==> src/rtl/mem_loader_pkg.sv <==
// Shared types for the boot-time program loader: FSM state encoding,
// error cause codes and the running-checksum step.
package mem_loader_pkg;

  typedef enum logic [2:0] {
    S_LEN_HI  = 3'd0,
    S_LEN_LO  = 3'd1,
    S_DATA_HI = 3'd2,
    S_DATA_LO = 3'd3,
    S_CSUM    = 3'd4,
    S_DONE    = 3'd5,
    S_ERR     = 3'd6
  } state_e;

  localparam logic [1:0] ERR_NONE    = 2'd0;
  localparam logic [1:0] ERR_LEN     = 2'd1;
  localparam logic [1:0] ERR_CSUM    = 2'd2;
  localparam logic [1:0] ERR_TIMEOUT = 2'd3;

  function automatic logic [7:0] csum_step(input logic [7:0] acc, input logic [7:0] b);
    return acc ^ b;
  endfunction

endpackage

==> src/rtl/mem_loader.sv <==
// Boot loader: assembles big-endian words from a UART byte stream, writes them
// to sequential RAM addresses and holds the CPU in reset until the frame verifies.
module mem_loader
  import mem_loader_pkg::*;
#(
  parameter int ADDR_W  = 10,
  parameter int DEPTH   = 1024,
  parameter int TIMEOUT = 1000000
) (
  input  logic              i_clk,
  input  logic              i_rst,
  input  logic [7:0]        i_rx_data,
  input  logic              i_rx_valid,
  input  logic              i_restart,
  output logic              o_we,
  output logic [ADDR_W-1:0] o_w_addr,
  output logic [15:0]       o_w_data,
  output logic              o_busy,
  output logic              o_done,
  output logic              o_err,
  output logic [1:0]        o_err_code
);

  localparam int              TO_W    = $clog2(TIMEOUT);
  localparam logic [TO_W-1:0] TO_LAST = TO_W'(TIMEOUT - 1);
  localparam logic [16:0]     DEPTH_L = 17'(DEPTH);

  state_e              state_r, state_s;
  logic [7:0]          byte_hi_r, byte_hi_s;
  logic [15:0]         len_r, len_s;
  logic [15:0]         idx_r, idx_s;
  logic [7:0]          csum_r, csum_s;
  logic [TO_W-1:0]     tmo_r, tmo_s;
  logic                we_r, we_s;
  logic [ADDR_W-1:0]   addr_r, addr_s;
  logic [15:0]         data_r, data_s;
  logic                busy_r, busy_s;
  logic                done_r, done_s;
  logic                err_r, err_s;
  logic [1:0]          code_r, code_s;
  logic                tmo_active_s;

  assign o_we       = we_r;
  assign o_w_addr   = addr_r;
  assign o_w_data   = data_r;
  assign o_busy     = busy_r;
  assign o_done     = done_r;
  assign o_err      = err_r;
  assign o_err_code = code_r;

  // Next-state, datapath and registered-output computation.
  always_comb begin
    state_s      = state_r;
    byte_hi_s    = byte_hi_r;
    len_s        = len_r;
    idx_s        = idx_r;
    csum_s       = csum_r;
    tmo_s        = '0;
    we_s         = 1'b0;
    addr_s       = addr_r;
    data_s       = data_r;
    busy_s       = busy_r;
    done_s       = done_r;
    err_s        = err_r;
    code_s       = code_r;
    tmo_active_s = 1'b0;

    if (i_restart) begin
      // A coincident byte is deliberately dropped.
      state_s = S_LEN_HI;
      len_s   = 16'd0;
      idx_s   = 16'd0;
      csum_s  = 8'd0;
      busy_s  = 1'b1;
      done_s  = 1'b0;
      err_s   = 1'b0;
      code_s  = ERR_NONE;
    end else begin
      case (state_r)
        S_LEN_HI: begin
          if (i_rx_valid) begin
            byte_hi_s = i_rx_data;
            csum_s    = csum_step(csum_r, i_rx_data);
            state_s   = S_LEN_LO;
          end else begin
            state_s = S_LEN_HI;
          end
        end
        S_LEN_LO: begin
          tmo_active_s = 1'b1;
          if (i_rx_valid) begin
            len_s  = {byte_hi_r, i_rx_data};
            csum_s = csum_step(csum_r, i_rx_data);
            if ({1'b0, len_s} > DEPTH_L) begin
              state_s = S_ERR;
              err_s   = 1'b1;
              code_s  = ERR_LEN;
            end else if (len_s == 16'd0) begin
              state_s = S_CSUM;
            end else begin
              state_s = S_DATA_HI;
            end
          end else begin
            state_s = S_LEN_LO;
          end
        end
        S_DATA_HI: begin
          tmo_active_s = 1'b1;
          if (i_rx_valid) begin
            byte_hi_s = i_rx_data;
            csum_s    = csum_step(csum_r, i_rx_data);
            state_s   = S_DATA_LO;
          end else begin
            state_s = S_DATA_HI;
          end
        end
        S_DATA_LO: begin
          tmo_active_s = 1'b1;
          if (i_rx_valid) begin
            we_s   = 1'b1;
            data_s = {byte_hi_r, i_rx_data};
            addr_s = idx_r[ADDR_W-1:0];
            idx_s  = idx_r + 16'd1;
            csum_s = csum_step(csum_r, i_rx_data);
            if (idx_s == len_r) begin
              state_s = S_CSUM;
            end else begin
              state_s = S_DATA_HI;
            end
          end else begin
            state_s = S_DATA_LO;
          end
        end
        S_CSUM: begin
          tmo_active_s = 1'b1;
          if (i_rx_valid) begin
            if (i_rx_data == csum_r) begin
              state_s = S_DONE;
              done_s  = 1'b1;
              busy_s  = 1'b0;
            end else begin
              state_s = S_ERR;
              err_s   = 1'b1;
              code_s  = ERR_CSUM;
            end
          end else begin
            state_s = S_CSUM;
          end
        end
        S_DONE:  state_s = S_DONE;
        S_ERR:   state_s = S_ERR;
        default: state_s = S_LEN_HI;
      endcase

      // Inter-byte watchdog; it fires on the TIMEOUT-th silent cycle.
      if (tmo_active_s && !i_rx_valid) begin
        if (tmo_r == TO_LAST) begin
          state_s = S_ERR;
          err_s   = 1'b1;
          busy_s  = 1'b1;
          done_s  = 1'b0;
          code_s  = ERR_TIMEOUT;
        end else begin
          tmo_s = tmo_r + TO_W'(1);
        end
      end else begin
        tmo_s = '0;
      end
    end
  end

  // State and output registers with synchronous reset.
  always_ff @(posedge i_clk) begin
    if (i_rst) begin
      state_r   <= S_LEN_HI;
      byte_hi_r <= 8'd0;
      len_r     <= 16'd0;
      idx_r     <= 16'd0;
      csum_r    <= 8'd0;
      tmo_r     <= '0;
      we_r      <= 1'b0;
      addr_r    <= '0;
      data_r    <= 16'd0;
      busy_r    <= 1'b1;
      done_r    <= 1'b0;
      err_r     <= 1'b0;
      code_r    <= ERR_NONE;
    end else begin
      state_r   <= state_s;
      byte_hi_r <= byte_hi_s;
      len_r     <= len_s;
      idx_r     <= idx_s;
      csum_r    <= csum_s;
      tmo_r     <= tmo_s;
      we_r      <= we_s;
      addr_r    <= addr_s;
      data_r    <= data_s;
      busy_r    <= busy_s;
      done_r    <= done_s;
      err_r     <= err_s;
      code_r    <= code_s;
    end
  end

endmodule
==> config.mk <==
export PLATFORM = sky130hd
export DESIGN_NAME = mem_loader
export DESIGN_NICKNAME = d
export VERILOG_FILES = /design/src/rtl/mem_loader_pkg.sv /design/src/rtl/mem_loader.sv
export SDC_FILE = /design/constraint.sdc
export NUM_CORES = 1
export LEC_CHECK = 0
export CAP_MARGIN = 20
export CORE_UTILIZATION = 49
export CTS_BUF_LIST = sky130_fd_sc_hd__clkbuf_4 sky130_fd_sc_hd__clkbuf_8 sky130_fd_sc_hd__clkbuf_16
export CTS_CLUSTER_DIAMETER = 30
export DETAILED_ROUTE_END_ITERATION = 10
export HOLD_SLACK_MARGIN = 0.03
export PLACE_DENSITY = 0.67
export SLEW_MARGIN = 10
export SYNTH_ARGS = -nofsm -noshare
export SYNTH_HDL_FRONTEND = slang
export SYNTH_SLANG_ARGS = --single-unit
export TNS_END_PERCENT = 100
==> constraint.sdc <==
create_clock -name i_clk -period 2.45 [get_ports i_clk]
set_input_delay 0.735 -clock i_clk [delete_from_list [all_inputs] [get_ports i_clk]]
set_output_delay 0.735 -clock i_clk [all_outputs]
set_load 0.02 [all_outputs]
==> results.tsv, run 1 <==
metric	value	unit
status	finished clean	
clk_path_buf_depth	2	
r2r_end	state_r[1]	
clkPwrFrac	0.365	
first_iter_violations	194	
period_share	0.940	
worstHoldPathCells	2	
grt_max_degree	35	
hold_viol_final	0	
regArea	2060	um^2
critPathBufInv	0	
vias	3970	
fin_tns_setup	0	ns
p_sw	772	uW
netlist_instances	567	
synth-seq-cells	103	
min_to	o_w_addr[1]	
clock_skew	0.0138	ns
slowest_stage	or4_4	
drt-pass1-iter-count	5	
critical_path_class	reg -> reg	
antenna_found_initial	0	
sequentialPowerShare	0.581	
gp_congestion	0.866	
setup_viol	0	
ff2ff_path_depth	7	
core	8890	um^2
max-cap-violations	0	
die_area	9720	um^2
p_leak	0.00195	uW
dp_slack	-0.0502	ns
synth_nets	581	
yosysSeqAreaShare	0.451	
cts_sinks	103	
slew_viol_final	0	
ys.flop_type	dfxtp_1	
start_util	0.514	
clk_latency	0.38	ns
cts_root_buffer	clkbuf_8	
grt_overflow	0	
worst_pin_slew	0.575	ns
n_fill_cell	786	
die_w	98.6	um
detail_route.vias_per_cell	5.33	
fmax	434	MHz
nets	646	
hold_buffers	0	
yosysWarningCount	0	
wl_per_cell	14.1	um
syn_to_final_growth	20.8	%
die-height	98.6	um
n_antenna_cell	0	
slew_headroom	0.613	
ys_async_sr_fraction	0	
p_int	2160	uW
timing.final.ws_setup	0.148	ns
syn_area	4570	um^2
routed_wl	10500	um
rows	34	
critPathCaptureType	flop	
pwr-share-comb	0.054	
antenna_left	0	
min_from	o_w_addr[1]	
clk_pin_slew	0.10	ns
cts_buffers	9	
top_level_ports	44	
synth.avg_cell_area	8.07	um^2
h-tree-depth	3	
cp.required	2.73	ns
crit_arrival	2.58	ns
slowest_delay	0.54	ns
path_cells	and4_4 > nand4_2 > xnor2_1 > or4_4 > nor4_2 > a31oi_1 > o21a_1	
r2r_slack	0.15	ns
place_hpwl	7700	um
drc	0	
crit_family	simple AND/OR/NAND/NOR gates	
rsz0062_at_grt	false	
p_sw_frac	0.263	
cts_tree	built	
grt_pass1_vias	3762	
multi_input_area	2360	um^2
r2r-start	idx_r[0]	
hp-class	reg -> reg	
peakVddDrop	0.000404	V
synth_edf_count	0	
yosysUniqueCellTypes	44	
critPathMaxFanout	5	
grt_usage	0.233	
io_buffers	43	
power_density	531	nW/um^2
min_period	2.30	ns
grt_pass1_wl	18100	um
drive_above_1_share	0.105	
setup.worst_path.start_class	flop	
-- repair_timing --
action / CTS / global route
setup endpoints to repair: 0 / 2
resized for setup: 0 / 1
setup buffers: 0 / 0
-- synthesized netlist by cell type (2+ instances only) --
library cell / count / share of area
nand2_1: 136 / 0.11
dfxtp_1: 103 / 0.45
nor2_1: 60 / 0.049
a21oi_1: 59 / 0.065
xor2_1: 38 / 0.073
xnor2_1: 35 / 0.067
clkbuf_1: 22 / 0.018
nand3_1: 21 / 0.023
nor3_1: 11 / 0.012
nand4_1: 8 / 0.011
o21ai_0: 8 / 0.0088
and3_1: 6 / 0.0082
a31oi_1: 5 / 0.0068
inv_1: 5 / 0.0041
nor4_1: 5 / 0.0068
or3_1: 5 / 0.0068
and4_1: 4 / 0.0077
buf_6: 4 / 0.0098
nor2b_1: 3 / 0.0041
a21o_1: 2 / 0.0033
ha_1: 2 / 0.0055
nand3b_1: 2 / 0.0033
o21a_1: 2 / 0.0033
-- area by class of cell --
cell class,count,share of cell area
timing repair buffer,82,0.135
clock inverter,7,0.0134
clock buffer,9,0.0224
multi-input combinational,431,0.428
inverter,5,0.00340
tap,108,0.0245
sequential,103,0.373
-- through the flow --
stage | cells | area [um^2] | hold WS [ns] | total power, uW | utilization
5_1_grt | 745 | 5520 | 0.479 | 3060 | 0.621
2_1_floorplan | 567 | 4570 | 0.426 | 1820 | -
3_3_place_gp | 729 | 5320 | 0.439 | 1900 | 0.598
6_report | 745 | 5520 | 0.462 | 2930 | 0.621
4_1_cts | 745 | 5520 | 0.464 | 2970 | 0.621
3_5_place_dp | 729 | 5320 | 0.447 | 1900 | 0.598
-- layer usage --
metal  global-route usage  wire length (um)  vias up  part of all wire
met3               0.0539               436       20             0.041
met2                0.395              5080       98              0.48
met5                    0                 0        -                 0
met4               0.0643               226        0             0.021
met1                0.297              4770     1841              0.45
li1                     -                 -     2011                 -
-- logic make-up after synthesis --
| family | after synthesis | share of synthesized area |
|---|---|---|
| adder cells (fa/ha/maj) | 2 | 0.00547 |
| flip-flops | 103 | 0.451 |
| AO/OA/AOI/OAI | 81 | 0.0979 |
| AND/OR/NAND/NOR | 275 | 0.272 |
| XOR/XNOR | 73 | 0.140 |
| buffers and inverters | 33 | 0.0339 |
-- worst reg2reg max path, delay by kind of cell (launching register included) --
kind             cells  cell delay, ns
XOR/XNOR             1            0.18
flip-flops           1            0.47
AND/OR/NAND/NOR      4            1.26
AO/OA/AOI/OAI        2            0.30
-- worst max-delay path by stage --
stage	start	endpoint	slack [ns]	depth (start not counted)
after floorplan	idx_r[0]	state_r[1]	0.34	7
after global placement	i_rx_valid	state_r[1]	-0.04	6
after detailed placement	i_rx_valid	idx_r[3]	-0.05	6
after CTS	idx_r[0]	state_r[1]	0.15	7
after global routing	idx_r[10]	state_r[2]	0.04	7
final	idx_r[0]	state_r[1]	0.15	7
-- cell usage in the layout (no fill, tap or decap), types with 3 or more instances in the layout --
master             n
a21oi_1           59
inv_1              5
a31oi_1            5
nand4_1            8
nor4_1             5
clkbuf_8           9
buf_4             37
nor2b_1            3
nor2_1            60
clkdlybuf4s50_1   43
dfxtp_1          103
o21ai_0            8
xnor2_1           35
nand3_1           21
inv_8              3
or3_1              5
and4_1             4
nor3_1            10
xor2_1            38
nand2_1          136
and3_1             6
-- power groups by stage --
stage	Combinational (uW)	Clock (uW)	Sequential [uW]
final	159	1070	1710
after global routing	176	1170	1710
after CTS	160	1100	1710
after detailed placement	159	0	1740
after global placement	158	0	1740
after floorplan	87.1	0	1740
-- flip-flops by register name (all words and copies together) (netlist names) --
register,flops
tmo_r,20
idx_r,16
len_r,16
o_w_data,16
o_w_addr,10
byte_hi_r,8
csum_r,8
state_r,3
o_err_code,2
o_busy,1
o_done,1
o_err,1
o_we,1
Note: power is estimated with default switching activity, not from simulation.
==> inputs of run 2 (changes only) <==
--- a/config.mk
+++ b/config.mk
@@ -5,7 +5,7 @@
 export SDC_FILE = /design/constraint.sdc
 export NUM_CORES = 1
 export LEC_CHECK = 0
-export CAP_MARGIN = 20
+export CAP_MARGIN = 30
 export CORE_UTILIZATION = 49
 export CTS_BUF_LIST = sky130_fd_sc_hd__clkbuf_4 sky130_fd_sc_hd__clkbuf_8 sky130_fd_sc_hd__clkbuf_16
 export CTS_CLUSTER_DIAMETER = 30
==> results of run 2 <==
Final layout, timing and power as in run 1 (identical DEF).
==> inputs of run 3 (changes only) <==
--- a/config.mk
+++ b/config.mk
@@ -6,13 +6,14 @@
 export NUM_CORES = 1
 export LEC_CHECK = 0
 export CAP_MARGIN = 30
+export CORE_MARGIN = 4
 export CORE_UTILIZATION = 49
 export CTS_BUF_LIST = sky130_fd_sc_hd__clkbuf_4 sky130_fd_sc_hd__clkbuf_8 sky130_fd_sc_hd__clkbuf_16
 export CTS_CLUSTER_DIAMETER = 30
 export DETAILED_ROUTE_END_ITERATION = 10
 export HOLD_SLACK_MARGIN = 0.03
 export PLACE_DENSITY = 0.67
-export SLEW_MARGIN = 10
+export SLEW_MARGIN = 20
 export SYNTH_ARGS = -nofsm -noshare
 export SYNTH_HDL_FRONTEND = slang
 export SYNTH_SLANG_ARGS = --single-unit
==> run 3 against run 2 <==
Against the previous run:
- final area is 0.11% higher
- core utilization is 0.070 points higher
- first-iteration DRC count is 2.1% higher
- critical endpoint unchanged
- die area is 13% higher
- wire length is 2.3% higher
- via count hardly changed
==> results.tsv, run 3 (same netlist as run 1, synthesis figures left out) <==
metric	value	unit
cts_root_buffer	clkbuf_8	
largest_reg_flops	20	
path_cells	and4_1 > nand4_2 > xnor2_1 > or4_4 > nor4_2 > a31oi_1 > o21a_1	
die-height	105	um
critPathBufInv	0	
cts_sinks	103	
antenna_left	0	
die_area	10900	um^2
wl_per_cell	14.4	um
io_buffers	43	
n_antenna_cell	0	
slowest_delay	0.55	ns
hold_viol_final	0	
peakVddDrop	0.000326	V
top_level_ports	44	
slew_headroom	0.638	
p_leak	0.00196	uW
holdWs	0.463	ns
gp_congestion	0.856	
p_sw	758	uW
grt_overflow	0	
hp-class	reg -> reg	
rsz0062_at_grt	false	
status	finished clean	
timing.final.ws_setup	0.144	ns
crit_start	idx_r[10]	
dp_slack	-0.103	ns
slew_viol_final	0	
grt_usage	0.198	
final_cell_mix	nand2_1 (136), dfxtp_1 (102), nor2_1 (60)	
hold_buffers	0	
p_int	2160	uW
clk_pin_slew	0.10	ns
ctsResizeCount	0	
crit_family	simple AND/OR/NAND/NOR gates	
drc	0	
syn_to_final_growth	20.9	%
critical_path_class	reg -> reg	
worst_pin_slew	0.538	ns
rows	34	
cts_tree	built	
vias	3972	
mostFrequentLayoutCell	nand2_1	
r2r_slack	0.14	ns
max-cap-violations	0	
place_hpwl	7900	um
drive_above_1_share	0.108	
crit_arrival	2.57	ns
grt_pass1_wl	18100	um
detail_route.vias_per_cell	5.32	
setup_viol	0	
clkPwrFrac	0.361	
slowest_stage	or4_4	
clk_latency	0.37	ns
pwr-share-comb	0.055	
cp.required	2.71	ns
r2r_end	state_r[1]	
drt-pass1-iter-count	5	
r2r-start	idx_r[10]	
power_density	528	nW/um^2
sequentialPowerShare	0.584	
postCtsSetupBuffers	0	
antenna_found_initial	0	
clock_skew	0.0174	ns
critPathMaxFanout	4	
regMostFlops	tmo_r	
die_w	105	um
worst-path-stages	7	
setup.worst_path.start_class	flop	
endpoint	state_r[1]	
nets	647	
ff2ff_path_depth	7	
grt_pass1_vias	3831	
start_util	0.514	
core	8890	um^2
fin_tns_setup	0	ns
critPathCaptureType	flop	
p_sw_frac	0.260	
grt_max_degree	48	
fmax	434	MHz
min_period	2.31	ns
period_share	0.941	
clk_path_buf_depth	2	
routed_wl	10800	um
cts_buffers	9	
first_iter_violations	198	
h-tree-depth	3	
==> run 3: per-stage QoR <==
stage / std cells / total power, uW / instance area (um^2) / util
2_1_floorplan: 567 / 1820 / 4570 / -
3_3_place_gp: 730 / 1900 / 5330 / 0.599
3_5_place_dp: 730 / 1900 / 5330 / 0.599
4_1_cts: 746 / 2950 / 5520 / 0.621
5_1_grt: 746 / 3030 / 5530 / 0.622
6_report: 746 / 2920 / 5530 / 0.622
==> run 3: cell type report <==
class / count / area, um^2
clock buffers: 9 / 124
clock inverters: 7 / 71.3
fillers: 785 / 3360
inverters: 5 / 18.8
multi-input cells: 431 / 2360
flip-flops and latches: 103 / 2060
well taps: 108 / 135
repair buffers: 83 / 756
==> run 3: routing by layer <==
metal | track usage | share of wire
met1 | 0.255 | 0.46
met2 | 0.337 | 0.48
met3 | 0.0382 | 0.046
met4 | 0.0619 | 0.015
met5 | 0 | 0
==> run 3: worst min-delay path by stage <==
stage	start	end	cells after the start
after floorplan	tmo_r[0]	tmo_r[0]	1
after global placement	tmo_r[0]	tmo_r[0]	1
after detailed placement	o_w_addr[9]	o_w_addr[9]	2
after CTS	o_w_addr[9]	o_w_addr[9]	2
after global routing	o_w_addr[9]	o_w_addr[9]	2
final	o_w_addr[9]	o_w_addr[9]	2
==> run 3: worst min-delay path, cell delays in order, from the launching register on <==
cell	delay (ns)
dfxtp_1	0.32
nand2_1	0.05
a21oi_1	0.06
==> run 3: power groups by stage <==
stage / registers, uW / clock network, uW / logic (uW)
detailed placement: 1740 / 0 / 158
finish: 1710 / 1050 / 159
global route: 1710 / 1150 / 174
floorplan: 1740 / 0 / 87.1
CTS: 1710 / 1080 / 160
global placement: 1740 / 0 / 157
